`src/rtl/mmio_display.sv`:
```
// mmio_display: memory-mapped multiplexed 7-segment display and LED register
//   clk, reset         : system clock, asynchronous active-high reset
//   sel, we, addr      : bus select, write enable, byte address (addr[3:2] decoded)
//   wdata, rdata       : write data, registered read data (1-cycle latency)
//   an, seg            : active-low digit anodes and {g,f,e,d,c,b,a} segments
//   led                : active-high LED register output
module mmio_display #(
  parameter int N_DIGITS    = 4,
  parameter int REFRESH_DIV = 100000,
  parameter int N_LEDS      = 16
) (
  input  logic                clk,
  input  logic                reset,
  input  logic                sel,
  input  logic                we,
  input  logic [31:0]         addr,
  input  logic [31:0]         wdata,
  output logic [31:0]         rdata,
  output logic [N_DIGITS-1:0] an,
  output logic [6:0]          seg,
  output logic [N_LEDS-1:0]   led
);
  localparam int CW = $clog2(REFRESH_DIV);
  localparam int IW = N_DIGITS > 1 ? $clog2(N_DIGITS) : 1;
  localparam logic [31:0] DMASK = N_DIGITS == 8 ? 32'hFFFF_FFFF : (32'h1 << (4 * N_DIGITS)) - 32'h1;
  localparam logic [6:0] HEX [16] = '{7'h40, 7'h79, 7'h24, 7'h30, 7'h19, 7'h12, 7'h02, 7'h78,
                                      7'h00, 7'h10, 7'h08, 7'h03, 7'h46, 7'h21, 7'h06, 7'h0E};
  logic [31:0]         data_q, data_d, rdata_q, rdata_d;
  logic [N_DIGITS-1:0] mask_q, mask_d;
  logic [N_LEDS-1:0]   led_q, led_d;
  logic                en_q, en_d, lzb_q, lzb_d;
  logic [CW-1:0]       cnt_q, cnt_d;
  logic [IW-1:0]       idx_q, idx_d;
  logic [1:0]          a;
  logic                wr, rd, wrap, run, blank, show;
  logic [3:0]          nib;
  logic                unused;
  assign a      = addr[3:2];
  assign unused = ^{addr[31:4], addr[1:0], wdata};
  always_comb begin
    wr           = sel && we;
    rd           = sel && !we;
    data_d       = (wr && a == 2'd0) ? wdata : data_q;
    mask_d       = (wr && a == 2'd1) ? wdata[N_DIGITS-1:0] : mask_q;
    led_d        = (wr && a == 2'd2) ? wdata[N_LEDS-1:0] : led_q;
    {lzb_d, en_d} = (wr && a == 2'd3) ? wdata[1:0] : {lzb_q, en_q};
    // Scan only continues while EN stays set; a 0->1 write starts from a cleared state.
    run          = en_q && en_d;
    wrap         = cnt_q == CW'(REFRESH_DIV - 1);
    cnt_d        = (run && !wrap) ? cnt_q + 1'b1 : '0;
    idx_d        = !run ? '0 : !wrap ? idx_q : idx_q == IW'(N_DIGITS - 1) ? '0 : idx_q + 1'b1;
    rdata_d      = !rd ? rdata_q :
                   a == 2'd0 ? data_q :
                   a == 2'd1 ? 32'(mask_q) :
                   a == 2'd2 ? 32'(led_q) :
                   {16'h0, 8'(idx_q), 6'h0, lzb_q, en_q};
    nib          = 4'(data_q >> (4 * idx_q));
    // Leading-zero blank: this nibble and every higher one are zero, never for digit 0.
    blank        = lzb_q && idx_q != '0 && ((data_q & DMASK) >> (4 * idx_q)) == 32'h0;
    show         = en_q && mask_q[idx_q] && !blank;
    an           = show ? ~(N_DIGITS'(1) << idx_q) : '1;
    seg          = show ? HEX[nib] : 7'h7F;
  end
  always_ff @(posedge clk or posedge reset) begin
    if (reset) begin
      data_q  <= '0;
      mask_q  <= '1;
      led_q   <= '0;
      en_q    <= 1'b1;
      lzb_q   <= 1'b0;
      cnt_q   <= '0;
      idx_q   <= '0;
      rdata_q <= '0;
    end else begin
      data_q  <= data_d;
      mask_q  <= mask_d;
      led_q   <= led_d;
      en_q    <= en_d;
      lzb_q   <= lzb_d;
      cnt_q   <= cnt_d;
      idx_q   <= idx_d;
      rdata_q <= rdata_d;
    end
  end
  assign rdata = rdata_q;
  assign led   = led_q;
endmodule

```
`config.mk`:
```
export PLATFORM = sky130hd
export DESIGN_NAME = mmio_display
export DESIGN_NICKNAME = d
export VERILOG_FILES = /design/src/rtl/mmio_display.sv
export SDC_FILE = /design/constraint.sdc
export NUM_CORES = 1
export LEC_CHECK = 0
export CAP_MARGIN = 40
export CORE_MARGIN = 2
export CORE_UTILIZATION = 40
export CTS_BUF_LIST = sky130_fd_sc_hd__clkbuf_4
export DETAILED_ROUTE_END_ITERATION = 7
export PLACE_DENSITY = 0.66
export SYNTH_ARGS = -nofsm -noshare
export SYNTH_HDL_FRONTEND = slang
export SYNTH_SLANG_ARGS = --single-unit
export TNS_END_PERCENT = 30
```
`constraint.sdc`:
```
create_clock -name clk -period 4.06 [get_ports clk]
set_input_delay 0.812 -clock clk [delete_from_list [all_inputs] [get_ports clk]]
set_output_delay 0.812 -clock clk [all_outputs]
set_load 0.005 [all_outputs]
```
# After elaboration in Yosys (flattened, before gate mapping)
# Memory sizes are Yosys's and may differ from the RTL's.
# Index checks and enable logic that the tools add are counted.
[classes]
n_addsub = 2
n_lt_le_gt_ge = 2
eq_ne = 6
n_shift = 3
mux = 14
bitwise = 2
reduce_logical = 18
[op_table]
columns = ["op", "n"]
rows = [
  ["zero test 32 bit", 1],
  ["2-to-1 mux 16 bit", 2],
  ["2-to-1 mux 32 bit", 1],
  ["right shift 16 x 4 -> 32 bit", 1],
  ["right shift 32 x 4 -> 4 bit", 1],
  ["2-to-1 mux 7 bit", 3],
  ["adder 17 x 1 -> 17 bit (second input constant)", 1],
  ["equality test 17 bit (second input constant)", 1],
  ["2-to-1 mux 17 bit", 1],
  ["logical AND 1 bit", 12],
  ["equality test 2 bit (second input constant)", 3],
  ["2-to-1 mux 2 bit", 3],
  [">= comparator 5 bit (second input constant)", 1],
  ["inverter 4 -> 5 bit", 1],
  ["2-to-1 mux 4 bit", 1],
  ["inverter 4 bit", 1],
  ["<< shifter 1 x 2 -> 4 bit (first input constant)", 1],
  ["zero test 1 bit", 3],
  ["< comparator 2 x 3 -> 1 bit (second input constant)", 1],
  ["adder 2 x 1 -> 2 bit (second input constant)", 1],
  ["binary-select mux 1 bit (select 2 bit)", 1],
  ["equality test 2 x 1 -> 1 bit (second input constant)", 1],
  ["zero test 2 bit", 1],
  ["2-to-1 mux 1 bit", 2],
  ["other kinds (2)", 2],
]
[word_totals]
ff_bits = 105
romBits = 112
in_bits = 68
output_inout_bits = 59
word_cells = 56
memories = 1
[mem_list]
columns = ["memory", "depth", "word_bits", "read_ports", "rd_ports_with_merged_regs", "write_ports", "line_no", "source"]
rows = [
  ["(name not given)", 16, 7, 1, 0, 0, "62", "seg = show ? HEX[nib] : 7'h7F;"],
]

# Longest topological paths before layout
# Gate-level depths: netlist of the first run.
[logic_depth]
ltp_word = 6
mapped_depth = 10
mapped_depth_nobuf = 8

# Worst setup path after synthesis of the first run
# No wires, ideal clock.
[synth_timing]
path_type = "register to output"
startpoint = "register idx_q[0]"
endpoint = "output port seg[1]"
arrival_ps = 1939
t_required_ps = 3248
slack_ps = 1309
path_stages_with_launch = 8
n_path_buf = 0
cell_sequence = "dfrtp_1 > mux4_1 > inv_1 > ha_1 > nand3b_1 > nor4_4 > a21oi_4 > o211ai_1"
[synth_between]
elab_chain_cells = 6
word_cells_on_any_way = 16
cone_classes = "2 x shift; 5 x mux; 1 x bitwise; 7 x reduce/logical; 1 x memory"
[synth_rtl]
columns = ["item", "line_no", "source"]
rows = [
  ["start: declaration", "33", "logic [IW-1:0] idx_q, idx_d;"],
  ["start signal: assignment", "81", "idx_q <= idx_d;"],
  ["right shift 32 x 4 -> 4 bit, or another cell as far along", "57", "nib = 4'(data_q >> (4 * idx_q));"],
  ["inverter 4 -> 5 bit (not written as such), or another cell as far along", "62", ""],
  ["memory (16 x 7 bit) / logical AND 1 bit (equally long branches)", "-", ""],
  ["2-to-1 mux 7 bit (not written as such) / zero test 1 bit (equally long branches)", "62, 60", ""],
  ["2-to-1 mux 7 bit (not written as such) / logical AND 1 bit (equally long branches)", "62, 60", ""],
  ["2-to-1 mux 7 bit *", "62", ""],
  ["end: declaration", "20", "output logic [6:0] seg,"],
]
# Mark *: on every way between the ends. The rest lies on a longest branch, timed or not. The select of a mux whose other input is x is not followed.

# Final worst setup path of the first run
[layout_timing]
startpoint = "register data_q[13]"
endpoint = "output port seg[2]"
[layout_between]
elab_chain_cells = 6
word_cells_on_any_way = 11
cone_classes = "2 x shift; 3 x mux; 1 x bitwise; 4 x reduce/logical; 1 x memory"
[layout_rtl]
columns = ["item", "line_no", "source"]
rows = [
  ["start: declaration", "28", "logic [31:0] data_q, data_d, rdata_q, rdata_d;"],
  ["start signal: assignment", "75", "data_q <= data_d;"],
  ["right shift 32 x 4 -> 4 bit / right shift 16 x 4 -> 32 bit (equally long branches)", "57, 59", ""],
  ["inverter 4 -> 5 bit (not written as such) / zero test 32 bit (equally long branches)", "62, 59", ""],
  ["memory (16 x 7 bit) / logical AND 1 bit (equally long branches)", "-", ""],
  ["2-to-1 mux 7 bit (not written as such) / zero test 1 bit (equally long branches)", "62, 60", ""],
  ["2-to-1 mux 7 bit (not written as such) / logical AND 1 bit (equally long branches)", "62, 60", ""],
  ["2-to-1 mux 7 bit *", "62", ""],
]
# Marked as above.

==> impl_metrics.json, run 1 <==
{
  "synth-main-ff-cell": "dfrtp_1",
  "drive_above_1_share_pct": 21.3,
  "cpLargestDelayFamily": "buffers and inverters",
  "cp-start-kind": "flop",
  "final_cells": 681,
  "grt_pass1_wl_um": 19000,
  "clock_path_buffers": 2,
  "fin_crit_ns": 3.84,
  "peakVddDrop_v": 0.000164,
  "worst-path-buf-inv": 2,
  "antenna_found_initial": 1,
  "r2r_slack_ns": 2.07,
  "drt_iter0_markers": 235,
  "vias": 3512,
  "setup_violations": 0,
  "ys_seq_area_share_pct": 51.1,
  "yosys-top-cells-area": "dfrtp_1 (49%), mux2_4 (10%), mux2_2 (4.8%)",
  "syn-instance-count": 407,
  "synth_largest_area_cell": "dfrtp_1",
  "hold_ws_ns": 0.499,
  "first_pass_iters": 4,
  "cp_slowest_stage_delay_ns": 0.56,
  "max_slew_margin_pct": 49.5,
  "crit_type": "flop to primary output",
  "syn_nets": 486,
  "insertion_delay_ns": 0.47,
  "reg2reg_depth": 5,
  "io_buffers": 96,
  "async_flop_share_pct": 100,
  "finalSetupTns_ns": 0,
  "grt_overflow": 0,
  "clock_skew_ns": 0.0232,
  "coreArea_um2": 12600,
  "cts_tree": "built",
  "max_freq_mhz": 261,
  "dieArea_um2": 13800,
  "root_buffer": "clkbuf_4",
  "dp_hpwl_um": 8310,
  "synth_top_area_share_pct": 48.6,
  "fp.dieW_um": 117,
  "rows": 41,
  "ctsHtreeMaxLevel": 3,
  "rsz0062_at_grt": "false",
  "hold_viol": 0,
  "worstHoldPathCells": 2,
  "antenna_left": 0,
  "outcome": "finished clean",
  "avgSynthCellArea_um2": 12.7,
  "nets": 582,
  "drv_cap": 0,
  "cp_slowest_cell": "mux4_2",
  "grt_pass1_vias": 3513,
  "synth_common_cells": "dfrtp_1 (100), nand2_1 (37), mux2_4 (36)",
  "cp_data_arrival_time_ns": 3.03,
  "viasPerCell": 5.16,
  "io_pins": 127,
  "multi_input_area_um2": 2320,
  "path_clk_slew_ns": 0.17,
  "period_share_pct": 94.5,
  "power.density_nw_per_um2": 410,
  "yosysMostFrequentCell": "dfrtp_1",
  "slew_violations": 0,
  "power.leakage_uw": 0.00275,
  "path_cells": "mux4_2, inv_1, ha_1, nand3b_1, nor4_4, a21oi_4, o221ai_1, clkdlybuf4s50_1",
  "drc": 0,
  "fillerInstances": 1164,
  "wire_per_inst_um": 17.0,
  "fp.dieH_um": 117,
  "yosysWarnings": 0,
  "synth-edff-count": 0,
  "gp_congestion": 0.805,
  "ys_ff_latch": 105,
  "dp_cells": 662,
  "grt_max_degree": 63,
  "cp.required_ns": 3.25,
  "wirelength_um": 11600,
  "min_path_type": "flop to flop",
  "cts_hold_buf": 0,
  "path_max_fanout": 10,
  "tightest_slew_ns": 0.757,
  "ff_latch_area_um2": 2640,
  "crit_cells": 8,
  "area_delta_synth_final_pct": 24.3,
  "grt.total_usage_pct": 17.0,
  "synth_cell_types": 51,
  "syn_area_um2": 5150,
  "clock-sinks": 105,
  "numCtsBuffers": 9,
  "start_util_pct": 40.8,
  "end_kind": "primary output"
}
## final cells by class
class / instances / share of cell area, %
Inverter: 11 / 0.684
Tap cell: 172 / 3.36
Clock buffer: 9 / 1.06
Antenna cell: 1 / 0.0391
Timing Repair Buffer: 106 / 16.4
Sequential cell: 105 / 41.2
Clock inverter: 7 / 1.02
Multi-Input combinational cell: 270 / 36.3
## layout by cell type, fill, tap and decap left out, types with 3 or more instances in the layout
cell / synthesis / layout
a21oi_1: 5 / 5
a22o_1: 17 / 17
buf_4: 5 / 9
clkbuf_4: 0 / 9
clkdlybuf4s50_1: 0 / 96
dfrtp_1: 100 / 98
dfstp_2: 5 / 5
ha_1: 11 / 11
inv_1: 10 / 8
mux2_2: 22 / 22
mux2_4: 36 / 36
mux2i_1: 17 / 17
mux4_2: 4 / 6
nand2_1: 37 / 37
nand2b_1: 4 / 4
nand3_1: 8 / 8
nand4_1: 4 / 4
nor2_1: 26 / 26
nor3_1: 3 / 3
nor4_1: 3 / 3
o21ai_0: 18 / 18
o221ai_1: 3 / 3
xnor2_1: 12 / 12
xor2_1: 7 / 7
## worst register-to-register path, delay by kind of cell, from the launching register on
| family | cells | cell delay [ns] |
|---|---|---|
| and+or+nand+nor | 4 | 1.21 |
| DFF | 1 | 0.44 |
| adders and majority gates | 1 | 0.23 |
## layer usage
metal  track usage [%]  routed length [um]  vias up
li1                  -                   -     1647
met1              23.8                5360     1761
met2              26.5                5430       90
met3              3.10                 563       14
met4              6.25                 199        0
met5                 0                   0        -
## through the flow
step	utilization [%]	power [uW]	worst slack (ns)	area (um^2)
4_1_cts	50.6	2650	0.0291	6390
5_1_grt	50.7	2780	0.00883	6400
6_report	50.7	2630	0.223	6400
2_1_floorplan	-	1780	0.496	5150
3_5_place_dp	49.6	2130	0.577	6260
3_3_place_gp	49.6	2110	0.663	6260
## cells by family (layout without fill, tap and decap cells)
family                   Yosys count  after routing  share of synthesized area (%)
XOR/XNOR                          19             19                           3.23
adder cells (fa/ha/maj)           11             11                           2.67
flip-flops                       105            105                           51.1
multiplexers                      81             81                           21.4
AO/OA/AOI/OAI                     55             55                           7.51
other                              0              1                              0
buffers and inverters             32            133                           3.62
AND/OR/NAND/NOR                  104            104                           10.4
## path summary, 6_finish.rpt
path,from,end
max,data_q[13]$_DFFE_PP0P_,seg[2]
min,rdata[14]$_DFFE_PP0P_,rdata[14]$_DFFE_PP0P_
max reg2reg,cnt_q[0]$_DFF_PP0_,cnt_q[3]$_DFF_PP0_
min reg2reg,rdata[14]$_DFFE_PP0P_,rdata[14]$_DFFE_PP0P_
max in group asynchronous,reset,cnt_q[1]$_DFF_PP0_
min in group asynchronous,reset,data_q[30]$_DFFE_PP0P_
## power by group
part / switching (uW) / internal [uW] / total [uW] / leakage [uW]
registers: 161 / 1220 / 1390 / 0.00133
clock network: 375 / 138 / 513 / 0.0000688
logic: 267 / 462 / 729 / 0.00135
total: 803 / 1820 / 2630 / 0.00275
## registers in the layout, summed over array words and instances, names as in the netlist
signal	count
data_q	32
rdata	32
cnt_q	17
led	16
mask_q	4
idx_q	2
en_q	1
lzb_q	1
## repair_timing
action / 4_1_cts / 5_1_grt
endpoints found under the setup margin: 0 / 10
buffers inserted: 0 / 2
resized for setup: 0 / 5
Power figures use the tool's default switching activity.
==> run 2: changes to the inputs <==
--- a/config.mk
+++ b/config.mk
@@ -5,12 +5,13 @@
 export SDC_FILE = /design/constraint.sdc
 export NUM_CORES = 1
 export LEC_CHECK = 0
+export ABC_AREA = 1
 export CAP_MARGIN = 40
 export CORE_MARGIN = 2
-export CORE_UTILIZATION = 40
+export CORE_UTILIZATION = 36
 export CTS_BUF_LIST = sky130_fd_sc_hd__clkbuf_4
 export DETAILED_ROUTE_END_ITERATION = 7
-export PLACE_DENSITY = 0.66
+export PLACE_DENSITY = 0.61
 export SYNTH_ARGS = -nofsm -noshare
 export SYNTH_HDL_FRONTEND = slang
 export SYNTH_SLANG_ARGS = --single-unit
==> impl_metrics.json, run 2 <==
{
  "outcome": "finished clean",
  "slew_violations": 0,
  "max_freq_mhz": 275,
  "final_common_cell": "nand2_1",
  "hold_viol": 0,
  "tightest_slew_ns": 0.591,
  "area_delta_synth_final_pct": 24.3,
  "yosysMostFrequentCell": "nand2_1",
  "antenna_left": 0,
  "rows": 43,
  "power.density_nw_per_um2": 411,
  "grtUsageMet3_pct": 2.58,
  "avgSynthCellArea_um2": 8.04,
  "grt_overflow": 0,
  "grt.total_usage_pct": 17.2,
  "clock-sinks": 105,
  "grt_pass1_wl_um": 20700,
  "period_share_pct": 89.7,
  "cp_slowest_stage_delay_ns": 0.55,
  "end_kind": "primary output",
  "intPower_uw": 1710,
  "grt_busiest_layer": "met2",
  "path_clk_slew_ns": 0.17,
  "p_total_uw": 2610,
  "drive_above_1_share_pct": 6.72,
  "insertion_delay_ns": 0.47,
  "path_max_fanout": 16,
  "fin_crit_ns": 3.64,
  "drv_cap": 0,
  "cp-start-kind": "flop",
  "syn_nets": 714,
  "grt_pass1_vias": 4249,
  "post_cts_buffers": 0,
  "cts_tree": "built",
  "synth_common_cells": "nand2_1 (173), dfrtp_1 (100), nor2_1 (69)",
  "dp_hpwl_um": 8800,
  "final_cell_mix": "nand2_1 (173), dfrtp_1 (99), clkdlybuf4s50_1 (96)",
  "fin_area_um2": 6350,
  "drc": 0,
  "yosysWarnings": 0,
  "wire_per_inst_um": 13.5,
  "rsz0062_at_grt": "false",
  "crit_type": "flop to primary output",
  "gp_congestion": 0.889,
  "coreArea_um2": 13900,
  "max_slew_margin_pct": 60.5,
  "dieArea_um2": 15200,
  "comb_power_share_pct": 30.2,
  "synth-main-ff-cell": "dfrtp_1",
  "power.switching_uw": 899,
  "async_flop_share_pct": 100,
  "dpl_cell_area_um2": 6230,
  "start_util_pct": 36.8,
  "vias": 4387,
  "cts_resized": 0,
  "numCtsBuffers": 9,
  "cp_data_arrival_time_ns": 2.83,
  "fp.dieW_um": 123,
  "synth-edff-count": 0,
  "ctsHtreeMaxLevel": 3,
  "clock_path_buffers": 2,
  "path_cells": "inv_2, nand2_1, nand3_1, nand2_1, ha_1, nand4_1, nor2_1, a21oi_4, nand2_1, clkdlybuf4s50_1",
  "synth_cell_types": 30,
  "synth_top_area_share_pct": 49.0,
  "peakVddDrop_v": 0.000190,
  "syn_area_um2": 5110,
  "first_pass_iters": 6,
  "antenna_found_initial": 1,
  "final_util_pct": 45.7,
  "cts_hold_buf": 0,
  "setup_violations": 0,
  "clock_skew_ns": 0.0163,
  "synth_largest_area_cell": "dfrtp_1",
  "power.leakage_uw": 0.00295,
  "drt_iter0_markers": 277,
  "ys_ff_latch": 105,
  "yosys-top-cells-area": "dfrtp_1 (49%), nand2_1 (13%), o21ai_0 (6.3%)",
  "pwr-share-clk_pct": 18.6,
  "use_met2_pct": 28.9,
  "nets": 804,
  "power_frac_seq_pct": 51.2,
  "p_sw_share_pct": 34.5,
  "viasPerCell": 4.82,
  "min_path_type": "flop to flop",
  "cpMostUsedCell": "nand2_1",
  "finalSetupTns_ns": 0,
  "fp.dieH_um": 123,
  "cp_slowest_cell": "dfrtp_2",
  "syn-instance-count": 635,
  "cp.required_ns": 3.25,
  "root_buffer": "clkbuf_4",
  "io_pins": 127,
  "wirelength_um": 12300,
  "grt_max_degree": 106,
  "grtUsageMet1_pct": 22.6,
  "io_buffers": 96,
  "ys_seq_area_share_pct": 51.6
}
## run 2: power by group through the flow
stage                     sequential [uW]  combinational, uW  clock (uW)
after floorplan                      1320                467           0
after global placement               1350                769           0
after detailed placement             1350                789           0
after CTS                            1340                791         507
after global routing                 1360                906         550
final                                1340                786         485
## run 2: final timing paths
check	startpoint	endpoint	slack (ns)	cells after the start
setup reg to reg	cnt_q[0]$_DFF_PP0_	cnt_q[16]$_DFF_PP0_	2.56	9
hold / removal	cnt_q[0]$_DFF_PP0_	cnt_q[0]$_DFF_PP0_	0.49	1
hold reg to reg	cnt_q[0]$_DFF_PP0_	cnt_q[0]$_DFF_PP0_	0.49	1
max in group asynchronous	reset	idx_q[0]$_DFFE_PP0N_	2.81	3
min in group asynchronous	reset	rdata[9]$_DFFE_PP0P_	0.77	3
setup / recovery	idx_q[0]$_DFFE_PP0N_	seg[6]	0.42	10
## run 2: metal layers
layer	routed length, um	part of all wire [%]
met1	5570	45
met5	0	0
met3	461	3.8
met2	6010	49
met4	234	1.9
## run 2: cells by family after synthesis
kind of cell	share of synthesized area, %
adder cells (fa/ha/maj)	2.70
flip-flops	51.6
buffers and inverters	7.11
AND/OR/NAND/NOR	27.2
XOR/XNOR	1.89
AO/OA/AOI/OAI	9.53
## run 2: cell type report
type	instances	area, um^2
clock inverter	6	43.8
antenna	1	2.50
tap	180	225
sequential	105	2640
fill	1375	7530
inverter	65	246
multi-input combinational	443	2120
timing repair buffer	101	1010
clock buffer	9	67.6
## run 2: worst max-delay path, delay by kind of cell (launching register included)
| kind | cells | cell delay (ns) |
|---|---|---|
| adders and majority gates | 1 | 0.25 |
| buffers and inverters | 2 | 0.69 |
| and+or+nand+nor | 6 | 0.59 |
| AOI/OAI and AO/OA | 1 | 0.28 |
| DFF | 1 | 0.55 |
## run 2: per-stage QoR
step	hold slack, ns	std cells	worst slack [ns]
global placement	0.452	894	0.786
finish	0.488	910	0.418
detailed placement	0.476	894	0.716
CTS	0.499	909	0.165
floorplan	0.429	635	0.496
global route	0.523	910	0.115
==> run 3: changes to the inputs <==
--- a/config.mk
+++ b/config.mk
@@ -11,7 +11,8 @@
 export CORE_UTILIZATION = 36
 export CTS_BUF_LIST = sky130_fd_sc_hd__clkbuf_4
 export DETAILED_ROUTE_END_ITERATION = 7
-export PLACE_DENSITY = 0.61
+export PLACE_DENSITY = 0.63
+export SKIP_LAST_GASP = 1
 export SYNTH_ARGS = -nofsm -noshare
 export SYNTH_HDL_FRONTEND = slang
 export SYNTH_SLANG_ARGS = --single-unit
==> constraint.sdc (replaced) <==
create_clock -name clk -period 3.2 [get_ports clk]
set_input_delay 0.64 -clock clk [delete_from_list [all_inputs] [get_ports clk]]
set_output_delay 0.64 -clock clk [all_outputs]
set_load 0.005 [all_outputs]
==> impl_metrics.json, run 3 (synthesis gave the netlist of run 2 again) <==
{
  "end_kind": "primary output",
  "pwr-share-clk_pct": 23.6,
  "highest_layer": "met4",
  "min_path_type": "flop to flop",
  "root_buffer": "clkbuf_4",
  "dieArea_um2": 15200,
  "p_total_uw": 3690,
  "final_cells": 925,
  "grt_overflow": 0,
  "wl_met1_um": 5650,
  "max_slew_margin_pct": 47.2,
  "p_sw_share_pct": 32.6,
  "slew_violations": 0,
  "fp.dieW_um": 123,
  "path_clk_slew_ns": 0.15,
  "insertion_delay_ns": 0.47,
  "comb_power_share_pct": 30.9,
  "dp_hpwl_um": 9090,
  "period_share_pct": 98.9,
  "final_cell_mix": "nand2_1 (170), dfrtp_1 (99), clkdlybuf4s50_1 (95)",
  "cp_data_arrival_time_ns": 2.52,
  "gp_congestion": 0.870,
  "antenna_left": 0,
  "start_util_pct": 36.8,
  "cp-start-kind": "flop",
  "fin_area_um2": 6630,
  "met2_length_um": 6200,
  "grt_pass1_wl_um": 21100,
  "grt_max_degree": 43,
  "wirelength_um": 12600,
  "nets": 818,
  "fillerInstances": 1374,
  "power.switching_uw": 1200,
  "clock_skew_ns": 0.0199,
  "grt_pass1_vias": 4380,
  "fin_crit_ns": 3.16,
  "hold_viol": 0,
  "numCtsBuffers": 9,
  "rows": 43,
  "outcome": "finished clean",
  "power_frac_seq_pct": 45.5,
  "cp.required_ns": 2.56,
  "drv_cap": 0,
  "clock-sinks": 105,
  "crit_type": "flop to primary output",
  "dp_cells": 900,
  "clock_path_buffers": 2,
  "final_common_cell": "nand2_1",
  "fp.dieH_um": 123,
  "area_delta_synth_final_pct": 29.8,
  "first_pass_iters": 5,
  "power.density_nw_per_um2": 557,
  "path_max_fanout": 9,
  "viasPerCell": 4.85,
  "wire_per_inst_um": 13.6,
  "hold_ws_ns": 0.472,
  "power.leakage_uw": 0.00308,
  "io_buffers": 96,
  "grt.total_usage_pct": 17.7,
  "worstHoldPathCells": 1,
  "vias": 4488,
  "rsz0062_at_grt": "true",
  "tightest_slew_ns": 0.790,
  "dpl_cell_area_um2": 6300,
  "peakVddDrop_v": 0.000284,
  "intPower_uw": 2490,
  "antenna_found_initial": 1,
  "drc": 0,
  "coreArea_um2": 13900,
  "setup_violations": 0,
  "reg2reg_depth": 9,
  "met3_length_um": 531,
  "ctsHtreeMaxLevel": 3,
  "io_pins": 127,
  "drive_above_1_share_pct": 9.95,
  "drt_iter0_markers": 217,
  "cts_tree": "built",
  "max_freq_mhz": 316
}
run 3: cell types whose count changed in the layout (fill, tap and decap cells not counted), moves of 2 or more:
cell       before  now
buf_4           4   15
bufinv_16       0    3
nand2_1       173  170
clkinv_1        2    0
ha_1           11    9
nand2_2         7    9
run 3: worst paths after layout:
path	start	to	slack, ns
min in group asynchronous	reset	cnt_q[2]$_DFF_PP0_	0.63
worst max register to register	cnt_q[0]$_DFF_PP0_	cnt_q[16]$_DFF_PP0_	1.71
worst min register to register	cnt_q[0]$_DFF_PP0_	cnt_q[0]$_DFF_PP0_	0.47
max in group asynchronous	reset	data_q[5]$_DFFE_PP0P_	1.90
worst max-delay path	idx_q[0]$_DFFE_PP0N_	seg[3]	0.04
worst min-delay path	cnt_q[0]$_DFF_PP0_	cnt_q[0]$_DFF_PP0_	0.47
run 3: power by group through the flow:
| stage | clock (uW) | combinational, uW | sequential [uW] |
|---|---|---|---|
| 6_report | 871 | 1140 | 1680 |
| 2_1_floorplan | 0 | 593 | 1670 |
| 5_1_grt | 950 | 1280 | 1710 |
| 3_3_place_gp | 0 | 1010 | 1700 |
| 4_1_cts | 900 | 1100 | 1680 |
| 3_5_place_dp | 0 | 1040 | 1700 |
run 3: what timing repair did:
action                                  in CTS  in global routing
gates cloned                                 1                  0
pin swaps                                    2                  5
resized for setup                            8                  9
hold buffers                                 0                  0
endpoints found under the setup margin      11                 11
setup buffers                                4                  3
endpoints found under the hold margin        0                  0
run 3: worst max-delay path, cell delays in order, from the launching register on:
cell             delay (ns)
dfrtp_2                0.50
inv_4                  0.12
nand2_1                0.07
nand3_1                0.12
nand2_4                0.08
inv_2                  0.07
ha_1                   0.19
nand3_1                0.15
nand2_1                0.10
nand2_1                0.05
nand2_1                0.06
inv_1                  0.04
nand2_1                0.04
clkdlybuf4s50_1        0.49
run 3: layout make-up:
| type | instances | area, um^2 | area share [%] |
|---|---|---|---|
| Clock buffer | 9 | 67.6 | 1.02 |
| Inverter | 65 | 253 | 3.81 |
| Multi-Input combinational cell | 444 | 2170 | 32.8 |
| Timing Repair Buffer | 114 | 1140 | 17.3 |
| Sequential cell | 105 | 2640 | 39.8 |
| Antenna cell | 1 | 2.50 | 0.0378 |
| Tap cell | 180 | 225 | 3.40 |
| Clock inverter | 7 | 126 | 1.91 |
run 3: layer usage:
metal  vias to the layer above  GRT usage [%]
met1                      2127           22.8
li1                       2231              -
met3                        18           2.86
met2                       112           30.2
met4                         0           6.61
met5                         -              0
run 3: metrics by stage:
step                setup TNS, ns  worst slack, ns  utilization (%)
floorplan                       0            0.895                -
global placement                0            0.318             45.2
detailed placement              0            0.257             45.4
CTS                             0          0.00532             47.3
global route                -1.42           -0.208             47.7
finish                          0           0.0356             47.7
